`config.mk`:
```
export PLATFORM = sky130hd
export DESIGN_NAME = semaforo_timer_flat
export DESIGN_NICKNAME = d
export VERILOG_FILES = /design/src/rtl/semaforo_timer_if.sv /design/src/rtl/semaforo_timer.sv /design/src/flat_wrapper.sv
export SDC_FILE = /design/constraint.sdc
export NUM_CORES = 1
export LEC_CHECK = 0
export BUFFER_PORTS_ARGS = -buffer_cell sky130_fd_sc_hd__buf_2
export CAP_MARGIN = 25
export CORE_MARGIN = 4
export CORE_UTILIZATION = 55
export DETAILED_ROUTE_END_ITERATION = 8
export GPL_TIMING_DRIVEN = 0
export PLACE_DENSITY = 0.71
export SYNTH_ARGS = -nofsm -noshare
export SYNTH_HDL_FRONTEND = slang
export SYNTH_SLANG_ARGS = --single-unit
export TNS_END_PERCENT = 20
```
`constraint.sdc`:
```
create_clock -name clk -period 2.4 [get_ports clk]
set_input_delay 0.12 -clock clk [delete_from_list [all_inputs] [get_ports clk]]
set_output_delay 0.12 -clock clk [all_outputs]
set_load 0.02 [all_outputs]
```
`src/rtl/semaforo_timer_if.sv`:
```
// Light/timeout bundle between the traffic-light FSM (master) and its phase timer (slave).
// SEMAFORO_TIMER_FAULT_EN adds the sticky illegal-code fault flag.
interface semaforo_timer_if;
    logic red;
    logic ylw;
    logic grn;
    logic hold;
    logic timeout;
`ifdef SEMAFORO_TIMER_FAULT_EN
    logic fault;

    modport master (output red, ylw, grn, hold, input timeout, fault);
    modport slave  (input red, ylw, grn, hold, output timeout, fault);
`else
    modport master (output red, ylw, grn, hold, input timeout);
    modport slave  (input red, ylw, grn, hold, output timeout);
`endif
endinterface

```
`src/rtl/semaforo_timer.sv`:
```
// Phase timer feeding the traffic-light FSM: reloads on each lamp change and emits one timeout pulse per phase.
// Optional SEMAFORO_TIMER_FAULT_EN adds a sticky fault output for illegal lamp codes.
module semaforo_timer #(
    parameter int unsigned T_GRN = 4,
    parameter int unsigned T_YLW = 2,
    parameter int unsigned T_RED = 5,
    parameter int unsigned CNT_W = 8
) (
    input  logic             clk,
    input  logic             rst_n,
    semaforo_timer_if.slave  bus
);

    localparam logic [1:0] S_IDLE    = 2'd0;
    localparam logic [1:0] S_COUNT   = 2'd1;
    localparam logic [1:0] S_EXPIRED = 2'd2;

    localparam logic [2:0] L_RED = 3'b100;
    localparam logic [2:0] L_YLW = 3'b010;
    localparam logic [2:0] L_GRN = 3'b001;

    localparam logic [CNT_W-1:0] RELOAD_GRN = CNT_W'(T_GRN - 1);
    localparam logic [CNT_W-1:0] RELOAD_YLW = CNT_W'(T_YLW - 1);
    localparam logic [CNT_W-1:0] RELOAD_RED = CNT_W'(T_RED - 1);

    logic [2:0]       light_c;
    logic             valid_c;
    logic             change_c;
    logic [CNT_W-1:0] reload_c;

    logic [2:0]       last_l_q, last_l_d;
    logic [CNT_W-1:0] cnt_q, cnt_d;
    logic [1:0]       state_q, state_d;
    logic             timeout_q, timeout_d;

    assign light_c  = {bus.red, bus.ylw, bus.grn};
    assign change_c = (light_c != last_l_q);

    // Decode the lamp code into legality and the phase's reload value (duration - 1).
    always_comb begin
        valid_c  = 1'b1;
        reload_c = '0;
        case (light_c)
            L_RED:   reload_c = RELOAD_RED;
            L_YLW:   reload_c = RELOAD_YLW;
            L_GRN:   reload_c = RELOAD_GRN;
            default: valid_c  = 1'b0;
        endcase
    end

    // Next state: a phase change outranks both hold and expiry.
    always_comb begin
        last_l_d  = last_l_q;
        cnt_d     = cnt_q;
        state_d   = state_q;
        timeout_d = 1'b0;
        if (change_c) begin
            last_l_d = light_c;
            if (valid_c) begin
                cnt_d   = reload_c;
                state_d = S_COUNT;
            end else begin
                state_d = S_IDLE;
            end
        end else begin
            case (state_q)
                S_COUNT: begin
                    if (!bus.hold) begin
                        if (cnt_q != '0) begin
                            cnt_d = cnt_q - CNT_W'(1);
                        end else begin
                            timeout_d = 1'b1;
                            state_d   = S_EXPIRED;
                        end
                    end
                end
                S_IDLE, S_EXPIRED: ;
                default: state_d = S_IDLE;
            endcase
        end
    end

    always_ff @(posedge clk or negedge rst_n) begin
        if (!rst_n) begin
            last_l_q  <= 3'b000;
            cnt_q     <= '0;
            state_q   <= S_IDLE;
            timeout_q <= 1'b0;
        end else begin
            last_l_q  <= last_l_d;
            cnt_q     <= cnt_d;
            state_q   <= state_d;
            timeout_q <= timeout_d;
        end
    end

    assign bus.timeout = timeout_q;

`ifdef SEMAFORO_TIMER_FAULT_EN
    logic fault_q, fault_d;

    // Sticky until reset; any non-one-hot code counts, including all-off.
    always_comb begin
        fault_d = fault_q | ~valid_c;
    end

    always_ff @(posedge clk or negedge rst_n) begin
        if (!rst_n) begin
            fault_q <= 1'b0;
        end else begin
            fault_q <= fault_d;
        end
    end

    assign bus.fault = fault_q;
`endif

endmodule

```
`src/flat_wrapper.sv`:
```
// flat-port wrapper written by rule: the top's interface ports become plain ports
module semaforo_timer_flat 
#(
    parameter int unsigned T_GRN = 4,
    parameter int unsigned T_YLW = 2,
    parameter int unsigned T_RED = 5,
    parameter int unsigned CNT_W = 8
)
  (clk, rst_n, bus_red, bus_ylw, bus_grn, bus_hold, bus_timeout);
  semaforo_timer_if bus_i ();
  input  logic clk;
  input  logic rst_n;
  input wire logic [$bits(bus_i.red)-1:0] bus_red;
  input wire logic [$bits(bus_i.ylw)-1:0] bus_ylw;
  input wire logic [$bits(bus_i.grn)-1:0] bus_grn;
  input wire logic [$bits(bus_i.hold)-1:0] bus_hold;
  output wire logic [$bits(bus_i.timeout)-1:0] bus_timeout;
  assign bus_i.red = bus_red;
  assign bus_i.ylw = bus_ylw;
  assign bus_i.grn = bus_grn;
  assign bus_i.hold = bus_hold;
  assign bus_timeout = bus_i.timeout;
  semaforo_timer #(.T_GRN(T_GRN), .T_YLW(T_YLW), .T_RED(T_RED), .CNT_W(CNT_W)) u_core (.clk(clk), .rst_n(rst_n), .bus(bus_i));
endmodule
```
# Word level (Yosys, flattened, before mapping)
# Index checks and enable logic that the tools add are counted.
dict set report totals {
  register_bits 14
  input_bits 6
  output_inout_bits 1
  wordCells 40
}
dict set report classes {
  addsub 1
  n_eq_ne 11
  mux 16
  n_reduce_logical 8
}
# op count
set op_table {}
lappend op_table {{$mux 8} 5}
lappend op_table {{$pmux 3 s3} 1}
lappend op_table {{$reduce_bool 8->1} 1}
lappend op_table {{$sub 8x1->8 const B} 1}
lappend op_table {{$mux 1} 6}
lappend op_table {{$mux 2} 3}
lappend op_table {{$ne 2x1->1 const B} 3}
lappend op_table {{$ne 3x2->1 const B} 2}
lappend op_table {{$pmux 2 s2} 1}
lappend op_table {{$reduce_and 4->1} 1}
lappend op_table {{$reduce_bool 2->1} 2}
lappend op_table {{$eq 3x1->1 const B} 1}
lappend op_table {{$eq 3x2->1 const B} 1}
lappend op_table {{$eq 3x3->1 const B} 1}
lappend op_table {{$ne 3x3->1} 1}
lappend op_table {{$reduce_and 3->1} 1}
lappend op_table {{$reduce_or 3->1} 1}
lappend op_table {{$eq 2x1->1 const B} 1}
lappend op_table {{$eq 2x2->1 const B} 1}
lappend op_table {{$logic_not 2->1} 1}
lappend op_table {{$reduce_or 2->1} 1}

# Depth between registers and ports, before layout
dict set report logic_depth {
  depth_word 5
  ltp_mapped 7
  depth_no_buf 7
}

# Least setup slack after synthesis
# Ideal clock, no wire load.
dict set report synth_path {
  kind {register to register}
  from {reg u_core.cnt_q[0]}
  to {reg u_core.cnt_q[6]}
  setup_time_ps 122
  t_arrival_ps 1816
  required_time_ps 2278
  setup_slack_ps 461
  stages_incl_launch_ff 8
  path_buffers 0
  synth_period_minus_slack_ps 1939
  cell_sequence {dfrtp_1 inv_1 ha_1 or4b_2 nor2_1 nor4b_1 xnor2_1 nor2_1}
}
dict set report synth_between {
  elab_chain_len 5
  word_cells_on_any_way 8
  cone_classes {add/sub (1); mux (4); reduce/logical (3)}
}
# element line
set synth_lines {}
lappend synth_lines {{start: declaration} semaforo_timer.sv:32} ;# logic [CNT_W-1:0] cnt_q, cnt_d;
lappend synth_lines {{start signal: assignment} semaforo_timer.sv:91} ;# cnt_q <= cnt_d;
lappend synth_lines {{$sub 8x1->8} semaforo_timer.sv:70} ;# cnt_d = cnt_q - CNT_W'(1);
lappend synth_lines {{$mux 8} semaforo_timer.sv:69} ;# if (cnt_q != '0) begin
lappend synth_lines {{$mux 8} semaforo_timer.sv:68} ;# if (!bus.hold) begin
lappend synth_lines {{$mux 8} semaforo_timer.sv:66} ;# case (state_q)
lappend synth_lines {{$mux 8} semaforo_timer.sv:57} ;# if (change_c) begin
# Several ways; a longest one is shown, not always the timed one. The select of a mux whose other input is x is not followed.
# A chain may end at the register's enable or synchronous reset.

# Final worst setup path
# Same ends and word-level chain as after synthesis.

==> metrics <==
outcome complete, no violations; drt via density 5.79; final hold violations 0; Pre-Repair DR Iteration Count 5; Inserted Clock Buffers 3; Placeable Area 0.00138 mm²; synthesis-to-layout area growth 8.93%; largest net degree at the start of global routing 15; TNS Setup 0 ns; total I/O pin count 7; r2r endpoint u_core.cnt_q[6]; initial DRC count 18; register clock-pin slew on the reported worst setup and hold paths 0.08 ns; GRT Total Usage 0.161; Synth Area in Simple Gates 0.262; Worst EP required 2.57 ns; mux cell area share after synthesis 0.0234; root buf cell clkbuf_4; Pleak 0.419 nW; CP startpoint kind register; Nets 103; CP Capture Type register; gr ovfl total 0; hpwl dp 1050 µm; cells on worst reg2reg path 7; Die ar. 0.00225 mm²; CP max FO 4; register bit total from synthesis 14; mapped cell area 855 µm²; skew final 0.00203 ns; warnings from Yosys 0; y dimension of the die 47.4 µm; post-synthesis instance total 84; CTS tree built; r2r setup slk 0.31 ns; power consumption 588 µW; Die Width 47.4 µm; Net Count, Synth 92; layout cell share with drive strength beyond 1 0.204; Peak VDD IR 0.470 mV; DR WL/cell 14.0 µm; r2r startpoint u_core.cnt_q[0]; Final ANT Viol Nets 0; max frequency 478 MHz; min Tclk post-route 2.09 ns; Power Density 632 mW/mm²; clk sink count 14; Final Setup Violations 0; Worst Hold End u_core.last_l_q[1]; Max Slew Vio Count 0; first-pass GRT wire length 2450 µm; FP Rows 13; initial antenna violation count 0; Worst Hold Class in -> reg; Inserted Diodes 0; Final period util 0.871; Synth Area in Adders 0.0293; XOR/XNOR Fraction of Synth Area 0.0878; post-cts sizing count 0; GP Congestion 0.811; RSZ-0062 raised after global routing no; Max Cap Violations 0; H-tree depth 1; total number of vias 625; Residual DRC 0; Seq/Total Area, Yosys 0.410; Initial Utilization 0.618; synth unique cells 35; hold depth 2; hold path start bus_ylw; syn avg cell area 10.2 µm²; CP arrival 2.26 ns; Slew HR 0.761; worst skew pair latency 0.28 ns; Worst-Margin Slew 0.355 ns; CTS Buffer Depth 2; vias in the first global route 543; Worst Path Class, Setup reg -> reg; I/O Buffers 5; complex-gate fraction of the synthesized area 0.132; largest family of logic cells by synthesized area simple AND/OR/NAND/NOR gates; Routed WL 1510 µm
==> final cells by class <==
class	instances	area (µm²)
multi-input cells	61	457
fillers	108	452
flip-flops and latches	14	350
repair buffers	6	35.0
plain buffers	4	28.8
clock buffers	3	22.5
inverters	5	18.8
well taps	15	18.8
==> kinds of logic (layout without fill, tap and decap cells) <==
| logic type | after synthesis | count (layout) |
|---|---|---|
| flops | 14 | 14 |
| compound gates | 17 | 17 |
| buf+inv | 9 | 18 |
| simple gates | 34 | 34 |
| xor+xnor | 6 | 6 |
| mux | 2 | 2 |
| fa+ha+maj | 2 | 2 |
==> Yosys cell counts <==
library cell,instances,area [µm²]
dfrtp_1,14,350
nor2_1,10,37.5
o21ai_0,6,30.0
inv_1,5,18.8
a21oi_1,4,20.0
nand2b_1,3,18.8
nor2b_1,3,18.8
xnor2_1,3,26.3
xnor2_2,3,48.8
clkbuf_1,2,7.51
ha_1,2,25.0
mux2i_1,2,20.0
nand2_1,2,7.51
nor3b_1,2,15.0
nor4_1,2,12.5
or3_1,2,12.5
a21o_2,1,8.76
a2bb2oi_1,1,8.76
buf_6,1,11.3
dlygate4sd3_1,1,10.0
nand3_1,1,5.00
nand4_1,1,6.26
nand4_2,1,12.5
nor3_1,1,5.00
nor4b_1,1,8.76
nor4b_4,1,23.8
o211a_1,1,10.0
o21bai_1,1,7.51
o22a_1,1,8.76
o311a_2,1,11.3
o31ai_1,1,7.51
or3_4,1,11.3
or4_1,1,7.51
or4_4,1,11.3
or4b_2,1,10.0
==> worst max-delay path, stage by stage (launching register included) <==
cell,delay [ns]
dfrtp_1,0.39
inv_1,0.12
ha_1,0.22
or4b_2,0.63
nor2_1,0.10
nor4b_1,0.30
xnor2_1,0.16
nor2_1,0.05
==> registers in the layout, summed over array words and instances (netlist names) <==
| signal | flops |
|---|---|
| u_core.cnt_q | 8 |
| u_core.bus.timeout | 1 |
| u_core.state_q | 2 |
| u_core.last_l_q | 3 |
==> layer usage <==
metal / GRT usage / vias to the layer above / part of all wire
met5: 0 / - / 0
met4: 0.0994 / 0 / 0.025
met3: 0.0451 / 4 / 0.045
met2: 0.217 / 13 / 0.39
met1: 0.224 / 287 / 0.54
li1: - / 321 / -
==> where the power goes <==
part           internal, mW  leakage [nW]  switching [mW]
logic                0.0858         0.223          0.0884
registers             0.256         0.183          0.0234
clock network        0.0583        0.0138          0.0761
==> timing repair <==
action                                 4_1_cts  5_1_grt
hold buffers                                 1        0
endpoints found under the hold margin       14        0
buffers inserted                             0        0
==> through the flow <==
stage	util	std cells	area (µm²)	setup WS (ns)	hold WS, ns
floorplan	-	84	855	0.461	-0.176
global placement	0.650	104	898	0.319	0.0297
detailed placement	0.650	104	898	0.316	0.0299
CTS	0.673	108	931	0.306	0.0538
global route	0.673	108	931	0.158	0.0773
finish	0.673	108	931	0.309	0.0572
==> worst max-delay path by stage <==
stage | start | endpoint | slack (ns) | cells past startpoint
after floorplan | u_core.cnt_q[0] | u_core.cnt_q[6] | 0.46 | 7
after global placement | u_core.cnt_q[0] | u_core.cnt_q[6] | 0.32 | 7
after detailed placement | u_core.cnt_q[0] | u_core.cnt_q[6] | 0.32 | 7
after CTS | u_core.cnt_q[0] | u_core.cnt_q[6] | 0.31 | 7
after global routing | u_core.cnt_q[0] | u_core.cnt_q[6] | 0.16 | 7
final | u_core.cnt_q[0] | u_core.cnt_q[6] | 0.31 | 7
==> cell usage in the layout, fill, tap and decap left out, types with 3 or more instances in the layout <==
cell and count:
a21oi_1 4, buf_2 5, clkbuf_4 3, dfrtp_1 14, inv_1 5, nand2b_1 3
nor2_1 10, nor2b_1 3, o21ai_0 6, xnor2_1 3, xnor2_2 3
Power figures use the tool's default switching activity.
